--- src/rtl/abacus_pkg.sv ---
// Shared types and constants for the ABACUS counter reader.
// Holds the FSM state enum, counter-map offsets and an address helper.
package abacus_pkg;

    typedef enum logic [2:0] {
        IDLE,
        REQ,
        OUT,
        FINISH,
        ABORT
    } state_t;

    // ABACUS counter-map offsets relative to the block base
    localparam logic [11:0] OFS_ENABLE0     = 12'h004;
    localparam logic [11:0] OFS_ENABLE1     = 12'h008;
    localparam logic [11:0] OFS_INSN_BLOCK  = 12'h100;
    localparam logic [11:0] OFS_CACHE_BLOCK = 12'h200;

    // Byte address of word idx; wraps modulo 2^32
    function automatic logic [31:0] word_addr(
        input logic [31:0] base,
        input logic [31:0] idx
    );
        return base + (idx << 2);
    endfunction

endpackage

--- src/rtl/abacus_counter_reader_if.sv ---
// Wishbone classic master bus plus read-word output stream.
// master: reader side (drives wb_* controls and m_t* data); slave: bus/sink side.
interface abacus_counter_reader_if #(
    parameter int MAX_WORDS = 32
);
    localparam int IW = $clog2(MAX_WORDS);

    logic          wb_cyc;
    logic          wb_stb;
    logic          wb_we;
    logic [31:0]   wb_adr;
    logic [31:0]   wb_dat_o;
    logic [31:0]   wb_dat_i;
    logic          wb_ack;
    logic [31:0]   m_tdata;
    logic [IW-1:0] m_tindex;
    logic          m_tvalid;
    logic          m_tready;

    modport master (
        output wb_cyc, wb_stb, wb_we, wb_adr, wb_dat_o,
        input  wb_dat_i, wb_ack,
        output m_tdata, m_tindex, m_tvalid,
        input  m_tready
    );

    modport slave (
        input  wb_cyc, wb_stb, wb_we, wb_adr, wb_dat_o,
        output wb_dat_i, wb_ack,
        input  m_tdata, m_tindex, m_tvalid,
        output m_tready
    );

endinterface

--- src/rtl/abacus_timeout_counter.sv ---
// Counts enabled cycles; expired flags the cycle the count reaches TIMEOUT_CYCLES.
// Ports: clk, rst (sync active-low), clear, enable in; expired out.
module abacus_timeout_counter #(
    parameter int TIMEOUT_CYCLES = 255
) (
    input  logic clk,
    input  logic rst,
    input  logic clear,
    input  logic enable,
    output logic expired
);
    localparam int W = $clog2(TIMEOUT_CYCLES + 1);

    logic [W-1:0] cnt;

    always_ff @(posedge clk) begin
        if (!rst || clear)
            cnt <= '0;
        else if (enable)
            cnt <= cnt + W'(1);
    end

    // This enabled cycle is the TIMEOUT_CYCLES-th one
    assign expired = enable && (cnt == W'(TIMEOUT_CYCLES - 1));

endmodule

--- src/rtl/abacus_counter_reader.sv ---
// Burst reader: fetches word_count words over Wishbone and streams them out.
// Ports: clk, rst, start, base_addr_sel, base_addr, word_count in; busy, done, error out; bus (master).
module abacus_counter_reader
    import abacus_pkg::*;
#(
    parameter logic [31:0] DEFAULT_BASE_ADDR = 32'hf0030100,
    parameter int          MAX_WORDS         = 32,
    parameter int          TIMEOUT_CYCLES    = 255
) (
    input  logic                         clk,
    input  logic                         rst,
    input  logic                         start,
    input  logic                         base_addr_sel,
    input  logic [31:0]                  base_addr,
    input  logic [$clog2(MAX_WORDS):0]   word_count,
    output logic                         busy,
    output logic                         done,
    output logic                         error,
    abacus_counter_reader_if.master      bus
);
    localparam int IW = $clog2(MAX_WORDS);
    localparam int CW = IW + 1;

    state_t        state, state_n;
    logic [31:0]   addr;
    logic [CW-1:0] count;
    logic [IW-1:0] idx;
    logic [31:0]   tdata;
    logic          expired;
    logic          last;
    logic [31:0]   sel_addr;
    logic [CW-1:0] wc_clamp;

    assign sel_addr = base_addr_sel ? base_addr : DEFAULT_BASE_ADDR;
    assign wc_clamp = (word_count > CW'(MAX_WORDS)) ? CW'(MAX_WORDS)
                                                    : word_count;
    assign last     = ({1'b0, idx} + CW'(1)) == count;

    // Counter is held clear outside REQ, so each REQ entry starts from zero
    abacus_timeout_counter #(
        .TIMEOUT_CYCLES(TIMEOUT_CYCLES)
    ) u_timeout (
        .clk    (clk),
        .rst    (rst),
        .clear  (state != REQ),
        .enable ((state == REQ) && !bus.wb_ack),
        .expired(expired)
    );

    always_ff @(posedge clk) begin
        if (!rst) begin
            state <= IDLE;
            addr  <= '0;
            count <= '0;
            idx   <= '0;
            tdata <= '0;
        end else begin
            state <= state_n;
            unique case (state)
                IDLE: if (start && word_count != '0) begin
                    addr  <= {sel_addr[31:2], 2'b00};
                    count <= wc_clamp;
                    idx   <= '0;
                end
                REQ: if (bus.wb_ack)
                    tdata <= bus.wb_dat_i;
                OUT: if (bus.m_tready && !last)
                    idx <= idx + IW'(1);
                default: ;
            endcase
        end
    end

    always_comb begin
        state_n = state;
        busy    = 1'b1;
        done    = 1'b0;
        error   = 1'b0;
        unique case (state)
            IDLE: begin
                busy = 1'b0;
                if (start)
                    state_n = (word_count == '0) ? FINISH : REQ;
            end
            // Ack wins over a coincident timeout
            REQ: begin
                if (bus.wb_ack)
                    state_n = OUT;
                else if (expired)
                    state_n = ABORT;
            end
            OUT: begin
                if (bus.m_tready)
                    state_n = last ? FINISH : REQ;
            end
            FINISH: begin
                done    = 1'b1;
                state_n = IDLE;
            end
            ABORT: begin
                error   = 1'b1;
                state_n = IDLE;
            end
            default: state_n = IDLE;
        endcase
    end

    assign bus.wb_cyc   = (state == REQ);
    assign bus.wb_stb   = (state == REQ);
    assign bus.wb_we    = 1'b0;
    assign bus.wb_dat_o = '0;
    assign bus.wb_adr   = (state == REQ) ? word_addr(addr, 32'(idx)) : '0;
    assign bus.m_tvalid = (state == OUT);
    assign bus.m_tdata  = tdata;
    assign bus.m_tindex = idx;

endmodule

--- src/flat_wrapper.sv ---
// flat-port wrapper written by rule: the top's interface ports become plain ports
module abacus_counter_reader_flat import abacus_pkg::*;
#(
    parameter logic [31:0] DEFAULT_BASE_ADDR = 32'hf0030100,
    parameter int          MAX_WORDS         = 32,
    parameter int          TIMEOUT_CYCLES    = 255
)
  (clk, rst, start, base_addr_sel, base_addr, word_count, busy, done, error, bus_wb_cyc, bus_wb_stb, bus_wb_we, bus_wb_adr, bus_wb_dat_o, bus_wb_dat_i, bus_wb_ack, bus_m_tdata, bus_m_tindex, bus_m_tvalid, bus_m_tready);
  abacus_counter_reader_if #(.MAX_WORDS(MAX_WORDS)) bus_i ();
  input  logic clk;
  input  logic rst;
  input  logic start;
  input  logic base_addr_sel;
  input  logic [31:0] base_addr;
  input  logic [$clog2(MAX_WORDS):0] word_count;
  output logic busy;
  output logic done;
  output logic error;
  output wire logic [$bits(bus_i.wb_cyc)-1:0] bus_wb_cyc;
  output wire logic [$bits(bus_i.wb_stb)-1:0] bus_wb_stb;
  output wire logic [$bits(bus_i.wb_we)-1:0] bus_wb_we;
  output wire logic [$bits(bus_i.wb_adr)-1:0] bus_wb_adr;
  output wire logic [$bits(bus_i.wb_dat_o)-1:0] bus_wb_dat_o;
  input wire logic [$bits(bus_i.wb_dat_i)-1:0] bus_wb_dat_i;
  input wire logic [$bits(bus_i.wb_ack)-1:0] bus_wb_ack;
  output wire logic [$bits(bus_i.m_tdata)-1:0] bus_m_tdata;
  output wire logic [$bits(bus_i.m_tindex)-1:0] bus_m_tindex;
  output wire logic [$bits(bus_i.m_tvalid)-1:0] bus_m_tvalid;
  input wire logic [$bits(bus_i.m_tready)-1:0] bus_m_tready;
  assign bus_wb_cyc = bus_i.wb_cyc;
  assign bus_wb_stb = bus_i.wb_stb;
  assign bus_wb_we = bus_i.wb_we;
  assign bus_wb_adr = bus_i.wb_adr;
  assign bus_wb_dat_o = bus_i.wb_dat_o;
  assign bus_i.wb_dat_i = bus_wb_dat_i;
  assign bus_i.wb_ack = bus_wb_ack;
  assign bus_m_tdata = bus_i.m_tdata;
  assign bus_m_tindex = bus_i.m_tindex;
  assign bus_m_tvalid = bus_i.m_tvalid;
  assign bus_i.m_tready = bus_m_tready;
  abacus_counter_reader #(.DEFAULT_BASE_ADDR(DEFAULT_BASE_ADDR), .MAX_WORDS(MAX_WORDS), .TIMEOUT_CYCLES(TIMEOUT_CYCLES)) u_core (.clk(clk), .rst(rst), .start(start), .base_addr_sel(base_addr_sel), .base_addr(base_addr), .word_count(word_count), .busy(busy), .done(done), .error(error), .bus(bus_i));
endmodule
--- config.mk ---
export PLATFORM = sky130hd
export DESIGN_NAME = abacus_counter_reader_flat
export DESIGN_NICKNAME = d
export VERILOG_FILES = /design/src/rtl/abacus_pkg.sv /design/src/rtl/abacus_counter_reader_if.sv /design/src/rtl/abacus_timeout_counter.sv /design/src/rtl/abacus_counter_reader.sv /design/src/flat_wrapper.sv
export SDC_FILE = /design/constraint.sdc
export NUM_CORES = 1
export LEC_CHECK = 0
export ABC_AREA = 1
export BUFFER_PORTS_ARGS = -buffer_cell sky130_fd_sc_hd__buf_4
export CAP_MARGIN = 10
export CORE_MARGIN = 10
export CORE_UTILIZATION = 52
export CTS_CLUSTER_SIZE = 14
export DETAILED_ROUTE_END_ITERATION = 8
export GPL_TIMING_DRIVEN = 0
export PLACE_DENSITY_LB_ADDON = 0.15
export REMOVE_ABC_BUFFERS = 1
export SLEW_MARGIN = 30
export SYNTH_ARGS = -nofsm -noshare
export SYNTH_HDL_FRONTEND = slang
export SYNTH_SLANG_ARGS = --single-unit
--- constraint.sdc ---
create_clock -name clk -period 5.9 [get_ports clk]
set_input_delay 0 -clock clk [delete_from_list [all_inputs] [get_ports clk]]
set_output_delay 0 -clock clk [all_outputs]
set_load 0.005 [all_outputs]
==> impl_metrics.tcl <==
set metrics [dict create \
    ant_nets 0 \
    nets 962 \
    die_w_um 115 \
    drt_iter0_markers 311 \
    drive_above_1_share 0.230 \
    first_pass_iters 6 \
    status "finished clean" \
    async_reset_ff_frac 0 \
    multi_input_area_um2 2620 \
    min_period_over_period 0.483 \
    numCtsBuffers 9 \
    power.density_nw_per_um2 225 \
    syn_inst 680 \
    tritoncts "built" \
    drcViolationCount 0 \
    rsz0062_at_grt "no" \
    initial_utilization 0.539 \
    total_leakage_power_uw 0.00284 \
    grt.total_usage 0.230 \
    cts_sinks 84 \
    cp-start-kind "register" \
    worstSetupPathType "register to register" \
    maxSlewViolCount 0 \
    routabilityCongestion 0.877 \
    area_delta_synth_final_pct 39.6 \
    finalCriticalPeriod_ns 2.85 \
    setup_viol 0 \
    vias_per_cell 5.22 \
    worstMarginPinSlew_ns 0.874 \
    ys.flop_type "dfxtp_1" \
    die_y_um 115 \
    synth_edf_count 0 \
    reg2reg_depth 6 \
    r2r_slack_ns 3.05 \
    yosys_warnings 0 \
    clkTransAtPathRegs_ns 0.09 \
    syn_avg_cell_area_um2 6.97 \
    grt_pass1_vias 5170 \
    routedWlPerCell_um 15.9 \
    fmax_mhz 351 \
    cp_max_fo 34 \
    clock_skew_ns 0.00774 \
    p_total_uw 1490 \
    synth.distinct_cells 42 \
    syn-cell-area_um2 4740 \
    cts_max_path_buffers 2 \
    end_kind "register" \
    hold_depth 3 \
    yosysSeqAreaShare 0.355 \
    io_pins 184 \
    irDropWorstVdd_mv 0.186 \
    dieArea_um2 13300 \
    hpwl_um 10800 \
    crit_arrival_ns 3.09 \
    wl_um 15800 \
    cts_max_level 3 \
    grt_overflow 0 \
    hp-class "input port to register" \
    portBuffers 146 \
    fillers 667 \
    regArea_um2 1680 \
    cts.repair.resized 0 \
    diodes 0 \
    synth-seq-cells 84 \
    setup_tns_ns 0 \
    cts-root-buf "clkbuf_8" \
    grt_start_max_net_pins 51 \
    num_vias 5170 \
    num_rows 34 \
    grt_pass1_wl_um 25100 \
    critical_path_required_ns 6.14 \
    grt_antenna_before_repair 0 \
    hold_viol 0 \
    drv_cap 0 \
    clk_latency_ns 0.36 \
    core-area_um2 8810 \
    maxSlewHeadroom 0.414 \
]
## per-layer routing
metal	vias to the layer above	track usage	wire, um
met4	0	0.0667	278
li1	2545	-	-
met3	25	0.0904	1830
met2	230	0.385	7320
met1	2370	0.266	6330
met5	-	0	0
## where the power goes
| group | total [uW] | switching (uW) | internal, uW |
|---|---|---|---|
| sequential | 657 | 42.1 | 615 |
| combinational | 359 | 193 | 166 |
| clock | 471 | 229 | 242 |
## worst paths after layout
path	start	end
setup / recovery	u_core.state[1]$_SDFFE_PN0P_	u_core.bus.m_tdata[4]$_SDFFE_PN0P_
hold / removal	base_addr[13]	u_core.addr[13]$_SDFFE_PN0P_
setup reg to reg	u_core.state[1]$_SDFFE_PN0P_	u_core.bus.m_tdata[4]$_SDFFE_PN0P_
hold reg to reg	u_core.addr[6]$_SDFFE_PN0P_	u_core.addr[6]$_SDFFE_PN0P_
## area by class of cell
type	instances	share of cell area
Multi-Input combinational cell	520	0.396
Sequential cell	84	0.254
Inverter	48	0.0272
Tap cell	108	0.0204
Timing Repair Buffer	214	0.268
Clock buffer	9	0.0187
Clock inverter	7	0.0149
## synth_stat cells (2+ instances only)
cell type,n,share of area
clkbuf_1,16,0.013
ha_1,8,0.021
nand3_4,3,0.011
nor2_1,134,0.11
a22oi_1,2,0.0032
dfxtp_1,84,0.35
buf_2,5,0.0053
a21oi_1,52,0.055
nand2_2,3,0.0040
nand4_1,10,0.013
nand3_2,2,0.0042
nor2_4,3,0.0071
nor2_2,8,0.011
buf_4,40,0.063
nor3b_1,2,0.0032
a21oi_2,4,0.0074
xnor2_1,7,0.013
nor3_1,16,0.017
nand2_1,104,0.082
o21bai_1,2,0.0032
inv_1,42,0.033
o21ai_1,2,0.0021
a211oi_1,12,0.019
inv_2,6,0.0047
nor3_2,6,0.013
nand3_1,36,0.038
xor2_1,6,0.011
o21ai_0,51,0.054
## kinds of logic (layout without fill, tap and decap cells)
family,Yosys count,count (layout),synth area share
compound gates,129,129,0.153
xor+xnor,13,13,0.0240
fa+ha+maj,9,9,0.0253
buf+inv,110,278,0.122
flops,84,84,0.355
other cells,1,35,0.000791
simple gates,334,334,0.320
## registers in the layout, summed over array words and instances (netlist names)
name / cells
u_core.addr: 30
u_core.u_timeout.cnt: 8
u_core.bus.m_tdata: 32
u_core.count: 6
u_core.bus.m_tindex: 5
u_core.state: 3
## through the flow
stage,cells,utilization,setup slack [ns],hold slack (ns),area [um2]
global route,990,0.752,2.75,0.0449,6620
floorplan,652,-,3.86,0.121,4470
global placement,906,0.648,3.00,0.222,5700
detailed placement,906,0.648,3.46,0.228,5710
CTS,990,0.751,3.06,0.00183,6610
finish,990,0.752,3.05,0.00802,6620
## cell usage in the layout (no fill, tap or decap), drive strengths merged
master,count
a211oi,13
a21boi,1
a21oi,56
a22oi,2
and3,1
buf,146
bufinv,2
clkbuf,9
clkinv,3
clkinvlp,1
conb,35
dfxtp,84
dlygate4sd3,68
fa,1
ha,8
inv,49
nand2,108
nand3,41
nand3b,1
nand4,10
nor2,145
nor3,22
nor3b,2
nor4,1
o211ai,1
o21a,1
o21ai,53
o21bai,2
or2,3
xnor2,7
xor2,6
## critical path, stage by stage (launching register included)
cell      delay [ns]
dfxtp_1         0.36
inv_2           0.12
nand3_4         0.28
nor2_4          0.60
clkinv_1        0.90
nor2_1          0.37
nor2_1          0.10
## what timing repair did
item                                    CTS  global route
endpoints found under the hold margin    68             0
setup buffers                             0             0
endpoints found under the setup margin    0             0
hold buffers                             68             0
No activity file was read; power rests on OpenSTA's default activity.
